===== config.mk =====
export PLATFORM = sky130hd
export DESIGN_NAME = codec_tdm_if
export DESIGN_NICKNAME = d
export VERILOG_FILES = /design/src/rtl/codec_tdm_if.sv
export SDC_FILE = /design/constraint.sdc
export NUM_CORES = 1
export LEC_CHECK = 0
export BUFFER_PORTS_ARGS = -buffer_cell sky130_fd_sc_hd__buf_2
export CELL_PAD_IN_SITES_DETAIL_PLACEMENT = 0
export CELL_PAD_IN_SITES_GLOBAL_PLACEMENT = 1
export CORE_MARGIN = 3
export CORE_UTILIZATION = 35
export CTS_CLUSTER_SIZE = 8
export DETAILED_ROUTE_END_ITERATION = 12
export PLACE_DENSITY = 0.74
export SLEW_MARGIN = 20
export SYNTH_ARGS = -nofsm -noshare
export SYNTH_HDL_FRONTEND = slang
export SYNTH_SLANG_ARGS = --single-unit
export TNS_END_PERCENT = 100

===== constraint.sdc =====
create_clock -name clk_256fs -period 8.5 [get_ports clk_256fs]
set_input_delay 2.125 -clock clk_256fs [delete_from_list [all_inputs] [get_ports clk_256fs]]
set_output_delay 2.125 -clock clk_256fs [all_outputs]
set_load 0.03 [all_outputs]

===== src/rtl/codec_tdm_if.sv =====
// Codec TDM serial interface: derives BICK/LRCK from a free-running frame counter,
// shifts four DAC slots out and four ADC slots in per 256-cycle frame.
module codec_tdm_if #(
   parameter int W         = 16,
   parameter int SLOT_BITS = 32
) (
   input  logic         clk_256fs,
   input  logic         rst,
   output logic         bick,
   output logic         lrck,
   output logic         sdout,
   input  logic         sdin,
   input  logic [W-1:0] dac_in0,
   input  logic [W-1:0] dac_in1,
   input  logic [W-1:0] dac_in2,
   input  logic [W-1:0] dac_in3,
   output logic [W-1:0] adc_out0,
   output logic [W-1:0] adc_out1,
   output logic [W-1:0] adc_out2,
   output logic [W-1:0] adc_out3,
   output logic         sample_valid
);

   if (W < 8 || W > 32) begin : g_bad_w
      $error("codec_tdm_if: W must be in 8..32");
   end
   if (SLOT_BITS != 32) begin : g_bad_slot
      $error("codec_tdm_if: SLOT_BITS must be 32");
   end

   localparam logic [5:0] LP_W = 6'(W);

   logic [7:0]   r_cnt;
   logic         r_bick;
   logic         r_lrck;
   logic         r_sdout;
   logic         r_sample_valid;
   logic [W-1:0] r_tx  [4];
   logic [W-1:0] r_rx  [4];
   logic [W-1:0] r_adc [4];
   logic [W-1:0] w_dac [4];

   logic [7:0]   w_cnt_nxt;
   logic         w_wrap;
   logic [5:0]   w_bit_nxt;
   logic [5:0]   w_idx_nxt;
   logic [5:0]   w_bit_cur;
   logic [5:0]   w_idx_cur;
   logic [W-1:0] w_tx_word;
   logic [W-1:0] w_tx_shift;
   logic         w_sd_nxt;
   logic         w_capture;
   logic [W-1:0] w_rx_mask;
   logic [W-1:0] w_rx_upd;

   assign w_dac[0] = dac_in0;
   assign w_dac[1] = dac_in1;
   assign w_dac[2] = dac_in2;
   assign w_dac[3] = dac_in3;

   always_comb begin
      w_cnt_nxt  = r_cnt + 8'd1;
      w_wrap     = (r_cnt == 8'hFF);
      // The pin values are computed for the count the edge is about to enter, so the
      // first bit of a new frame must come straight from dac_in being latched on that edge.
      w_bit_nxt  = {1'b0, w_cnt_nxt[5:1]};
      w_idx_nxt  = LP_W - 6'd1 - w_bit_nxt;
      w_tx_word  = w_wrap ? w_dac[w_cnt_nxt[7:6]] : r_tx[w_cnt_nxt[7:6]];
      w_tx_shift = w_tx_word >> w_idx_nxt;
      w_sd_nxt   = (w_bit_nxt < LP_W) & w_tx_shift[0];
      // Capture on the BICK rising edge, i.e. leaving an even count.
      w_bit_cur  = {1'b0, r_cnt[5:1]};
      w_idx_cur  = LP_W - 6'd1 - w_bit_cur;
      w_capture  = ~r_cnt[0] & (w_bit_cur < LP_W);
      w_rx_mask  = W'(1) << w_idx_cur;
      w_rx_upd   = sdin ? (r_rx[r_cnt[7:6]] | w_rx_mask)
                        : (r_rx[r_cnt[7:6]] & ~w_rx_mask);
   end

   always_ff @(posedge clk_256fs or posedge rst) begin
      if (rst) begin
         r_cnt          <= '0;
         r_bick         <= 1'b0;
         r_lrck         <= 1'b0;
         r_sdout        <= 1'b0;
         r_sample_valid <= 1'b0;
         for (int n = 0; n < 4; n++) begin
            r_tx[n]  <= '0;
            r_rx[n]  <= '0;
            r_adc[n] <= '0;
         end
      end else begin
         r_cnt          <= w_cnt_nxt;
         r_bick         <= w_cnt_nxt[0];
         r_lrck         <= ~w_cnt_nxt[7];
         r_sdout        <= w_sd_nxt;
         r_sample_valid <= w_wrap;
         if (w_wrap) begin
            for (int n = 0; n < 4; n++) begin
               r_tx[n]  <= w_dac[n];
               r_adc[n] <= r_rx[n];
            end
         end
         if (w_capture) begin
            r_rx[r_cnt[7:6]] <= w_rx_upd;
         end
      end
   end

   assign bick         = r_bick;
   assign lrck         = r_lrck;
   assign sdout        = r_sdout;
   assign sample_valid = r_sample_valid;
   assign adc_out0     = r_adc[0];
   assign adc_out1     = r_adc[1];
   assign adc_out2     = r_adc[2];
   assign adc_out3     = r_adc[3];

endmodule

==> metrics.cfg, run 1 <==
[critical_path]
slowest_stage=dfrtp_1
crit_path_end=sdout$_DFF_PP0_
crit_arrival_ns=4.48
start_kind=flop
crit_buf_inv=2
required_ns=8.91
r2r_setup_slack_ns=4.43
r2r-end=sdout$_DFF_PP0_
crit_cells=9
cp_max_fo=56
critPathKind=reg2reg
path_cells=nand3_1 -> or2_4 -> inv_2 -> buf_4 -> mux2_2 -> mux4_2 -> or3_1 -> and4_1 -> a211o_1
cp-end-kind=flop
startpoint=r_cnt[7]$_DFF_PP0_
crit_family=simple AND/OR/NAND/NOR gates
reg2regPathDepth=9
r2r-start=r_cnt[7]$_DFF_PP0_
slowest_delay_ns=1.03

[die]
core_um2=24400
rows=57
start_util_pct=35.7
die-area_um2=26800
pin_count=135
die_w_um=164
die_h_um=164

[clocking]
cts.path.max_buffers=3
ctsResizeCount=0
cts_tree=built
clk_latency_ns=0.53
clkSlewWorstSetupHoldPaths_ns=0.05
root_buffer=clkbuf_16
postCtsHoldBufs=0
clock_sinks=203
cts_made_buffers=29
cts.htree.levels=1
postCtsSetupBuffers=0

[run]
max-cap-violations=0

[sta]
worstMarginPinSlew_ns=1.05
slew_viol_final=0
setup_violations=0
rsz0062_at_grt=false
skew_ns=0.00878
slew_headroom_pct=30.1
hold_viol_final=0
min_period_over_period_pct=47.9
tns_ns=0
period_minus_slack_ns=4.07
max_clock_freq_ghz=0.246

[place]
gp_congestion=0.736
dp_cells=1073
port_buffers=134
placedInstanceArea_um2=9690
dp_hpwl_um=13800

[worst_hold_path]
hp-class=reg2reg
min_from=r_tx[20]$_DFFE_PP0P_

[yosys]
synth_edf_count=0
synth-seq-area-share_pct=58.3
synth_top_area_share_pct=58.3
syn_area_per_cell_um2=13.5
synthArstFlopShare_pct=100
ys_types=50
yosysWarnings=0
ys_seq_elements=203
synth_fp_nets=715
synth_largest_area_cell=dfrtp_1
synth_top_flop_cell=dfrtp_1
synthesis.area_um2=8720
synth_cells=647
synth_area_leaders=dfrtp_1 (58%), mux2_2 (15%), mux4_2 (7.8%)

[detailed_routing]
vias=5547
vias_per_cell=5.01
drc=0
firstDrtPassIters=4
wl_per_cell_um=18.6
drt-initial-drc-count=259
wirelength_um=20600
detail-route-antenna-nets=0

[finish]
nFillCells=2301
stdcell_count=1107
drive_above_1_share_pct=42.8
area_delta_synth_final_pct=19.7
stdcell_area_um2=10400
fin_util_pct=42.8
nNetsFinal=848

[global_route]
antenna_found_initial=1
global_route.overflow_total=0
grt-busiest-layer=met2
grt_pass1_wl_um=32600
grtUsageMet2_pct=25.3
grtUsageTotal_pct=15.4
grt_max_degree=133
grt_pass1_vias=5783
grt_util_met1_pct=21.1
met3_usage_pct=2.85

[power]
p_comb_share_pct=3.0
p_leak_nw=4.99
switching_power_mw=0.428
p_int_mw=1.60
total_power_mw=2.03
powerDensity_nw_per_um2=194
pwr-share-clk_pct=48.4
p_sw_share_pct=21.1
ir_worst_vdd_mv=0.129
p_seq_share_pct=48.5

[run_status]
status=completed

## synthesized netlist by cell type (7+ instances only)
cell      number
buf_2          7
dfrtp_1      203
clkbuf_1      19
mux2i_1       16
buf_1          8
nand3_1       10
a21oi_1       66
mux4_2        30
inv_1         11
mux2_2       118
nand2_1       18
nor2_1        71
## routing by layer
layer  part of all wire [%]  vias to the layer above  wire length, µm
met4                    1.6                        0              338
met3                    4.3                       29              878
met1                     46                     2823             9390
met2                     49                      110            10000
li1                       -                     2585                -
met5                      0                        -                0
## cell families (layout without fill, tap and decap cells)
group | count (synthesis) | after routing | synth area share [%]
xor+xnor | 4 | 4 | 0.402
fa+ha+maj | 1 | 1 | 0.144
buf+inv | 54 | 189 | 3.03
mux | 171 | 171 | 25.8
flops | 203 | 203 | 58.3
simple gates | 122 | 122 | 6.40
other cells | 0 | 1 | 0
compound gates | 92 | 92 | 5.96
## power by group through the flow
stage | clock network (mW) | logic, mW | registers [mW]
6_report | 0.982 | 0.0616 | 0.984
3_5_place_dp | 0 | 0.0635 | 0.999
2_1_floorplan | 0 | 0.0349 | 0.997
4_1_cts | 1.01 | 0.0637 | 0.983
5_1_grt | 1.05 | 0.0704 | 0.983
3_3_place_gp | 0 | 0.0633 | 0.999
## registers in the layout, summed over array words and instances, names as in the netlist
name          count
adc_out0         16
adc_out1         16
adc_out2         16
adc_out3         16
lrck              1
r_cnt             8
r_rx             64
r_tx             64
sample_valid      1
sdout             1
## per-stage QoR
step                setup slack [ns]  hold slack [ns]
floorplan                      0.836            0.446
global placement                4.44            0.460
detailed placement              4.41            0.467
CTS                             4.38            0.478
global route                    4.17            0.496
finish                          4.43            0.481
## worst min path at each step
stage,end,depth (start not counted)
floorplan,r_tx[20]$_DFFE_PP0P_,2
finish,r_tx[20]$_DFFE_PP0P_,2
global placement,r_tx[20]$_DFFE_PP0P_,2
CTS,r_tx[20]$_DFFE_PP0P_,2
detailed placement,r_tx[20]$_DFFE_PP0P_,2
global route,r_tx[15]$_DFFE_PP0P_,1
## layout make-up
| cell class | count | area [µm²] | area share (%) |
|---|---|---|---|
| Sequential cell | 203 | 5080 | 48.7 |
| Timing Repair Buffer | 144 | 746 | 7.15 |
| Clock inverter | 2 | 13.8 | 0.132 |
| Tap cell | 324 | 405 | 3.88 |
| Multi-Input combinational cell | 390 | 3400 | 32.6 |
| Inverter | 12 | 52.6 | 0.504 |
| Antenna cell | 1 | 2.50 | 0.0240 |
| Clock buffer | 31 | 733 | 7.03 |
## layout by cell type (no fill, tap or decap), types with 6 or more instances in the layout
cell type and instances:
mux2_2 118, mux2i_1 16, buf_4 10, o21ai_0 6, a21oi_1 66, mux4_2 30, nand3_1 10, buf_2 134
nand2_1 18, inv_1 10, dfrtp_1 203, clkbuf_16 29, nor2_1 71, mux2_1 6
## worst min-delay path: stages, from the launching register on
cell	delay (ns)
dfrtp_1	0.34
nand2_1	0.05
o21ai_0	0.06
No activity file was read; power rests on OpenSTA's default activity.
==> inputs of run 2 (changes only) <==
clock period = 4.24 ns   (was 8.5 ns; I/O delays follow)
==> run 2 against run 1 <==
Via count decreased by 0.16%. Sequential cell count unchanged. Maximum frequency increased by 15%. Wire length increased by 0.58%. Highest routed layer is now met5.
==> metrics.cfg, run 2 (synthesized netlist as in run 1, its figures left out) <==
[place]
dp_hpwl_um=14100
gp_congestion=0.760
dp_cells=1079
post-place-ws_ns=0.685
port_buffers=134

[clocking]
postCtsHoldBufs=0
postCtsSetupBuffers=0
clock_sinks=203
root_buffer=clkbuf_16
cts.htree.levels=1
cts_made_buffers=29
cts_tree=built
cts.path.max_buffers=3
clk_latency_ns=0.53
clkSlewWorstSetupHoldPaths_ns=0.05
ctsResizeCount=0

[detailed_routing]
vias=5538
vias_per_cell=4.98
wirelength_um=20800
wl_per_cell_um=18.7
drc=0
detail-route-antenna-nets=0
drt-initial-drc-count=278
firstDrtPassIters=4

[die]
die-area_um2=26800
core_um2=24400
pin_count=135
rows=57
start_util_pct=35.7
die_w_um=164
die_h_um=164

[power]
p_leak_nw=5.04
powerDensity_nw_per_um2=394
ir_worst_vdd_mv=0.291

[critical_path]
path_cells=ha_1 -> nand4_2 -> or2_4 -> inv_2 -> buf_4 -> mux2_2 -> mux4_2 -> o221ai_1 -> o22ai_1 -> a211o_1
slowest_delay_ns=0.50
cp_max_fo=25
crit_arrival_ns=3.96
slowest_stage=dfrtp_1
cp-end-kind=flop
critPathKind=reg2reg
required_ns=4.65
start_kind=flop

[sta]
setup_ws_ns=0.692
min_period_over_period_pct=83.7
slew_viol_final=0
slew_headroom_pct=40.7
tns_ns=0
period_minus_slack_ns=3.55
max_clock_freq_ghz=0.282
worstMarginPinSlew_ns=0.887
skew_ns=0.00815
rsz0062_at_grt=false
setup_violations=0
hold_viol_final=0

[finish]
mostFrequentLayoutCell=dfrtp_1
area_delta_synth_final_pct=20.8
nNetsFinal=854
nFillCells=2278
top_regs=r_rx (64), r_tx (64)
stdcell_count=1112
drive_above_1_share_pct=43.3
multi_input_area_um2=3390
ff_latch_area_um2=5080
layout_common_cells=dfrtp_1 (203), buf_2 (134), mux2_2 (118)

[run_status]
status=completed

[global_route]
grt_max_degree=72
grt_pass1_wl_um=33200
grtUsageMet2_pct=26.1
grtUsageTotal_pct=15.7
grt-busiest-layer=met2
met3_usage_pct=3.25
antenna_found_initial=3
grt_pass1_vias=5969
global_route.overflow_total=0
grt_util_met1_pct=21.5

[worst_hold_path]
hp-class=reg2reg

[run]
max-cap-violations=0

## run 2: path summary, 6_finish.rpt
check	from	endpoint	slack, ns	depth (start not counted)
min in group asynchronous	rst	r_tx[59]$_DFFE_PP0P_	0.70	2
max in group asynchronous	rst	r_tx[6]$_DFFE_PP0P_	2.56	3
hold / removal	r_tx[20]$_DFFE_PP0P_	r_tx[20]$_DFFE_PP0P_	0.48	2
setup / recovery	r_cnt[0]$_DFF_PP0_	sdout$_DFF_PP0_	0.69	10
setup reg to reg	r_cnt[0]$_DFF_PP0_	sdout$_DFF_PP0_	0.69	10
hold reg to reg	r_tx[20]$_DFFE_PP0P_	r_tx[20]$_DFFE_PP0P_	0.48	2
## run 2: layer usage
| metal | vias to the layer above | routed length (µm) |
|---|---|---|
| met3 | 22 | 1120 |
| met1 | 2782 | 9330 |
| met5 | - | 14 |
| li1 | 2593 | - |
| met4 | 4 | 249 |
| met2 | 137 | 10000 |
## run 2: through the flow
step           util (%)  cell area [µm²]  hold WS, ns  total power [mW]
6_report           43.2            10500        0.483              4.15
5_1_grt            43.2            10500        0.491              4.30
4_1_cts            43.1            10500        0.486              4.20
3_5_place_dp       39.9             9740        0.473              2.13
3_3_place_gp       39.9             9740        0.470              2.13
2_1_floorplan         -             8720        0.446              2.07
## run 2: cell type report
cell class	instances	area share (%)
flip-flops and latches	203	48.3
multi-input cells	390	32.2
repair buffers	150	7.75
clock buffers	30	6.93
well taps	324	3.85
clock inverters	2	0.476
inverters	12	0.464
diodes	1	0.0238
## run 2: critical path: cells and delay by family (launching register included)
family          cells  cell delay (ns)
buf+inv             2             0.61
compound gates      3             0.58
fa+ha+maj           1             0.28
mux                 2             0.85
flops               1             0.50
simple gates        2             0.58
## run 2: report_power, final
| part | switching (mW) | internal (mW) |
|---|---|---|
| combinational | 0.0744 | 0.0525 |
| clock | 0.791 | 1.26 |
| sequential | 0.00969 | 1.96 |
| total | 0.875 | 3.27 |
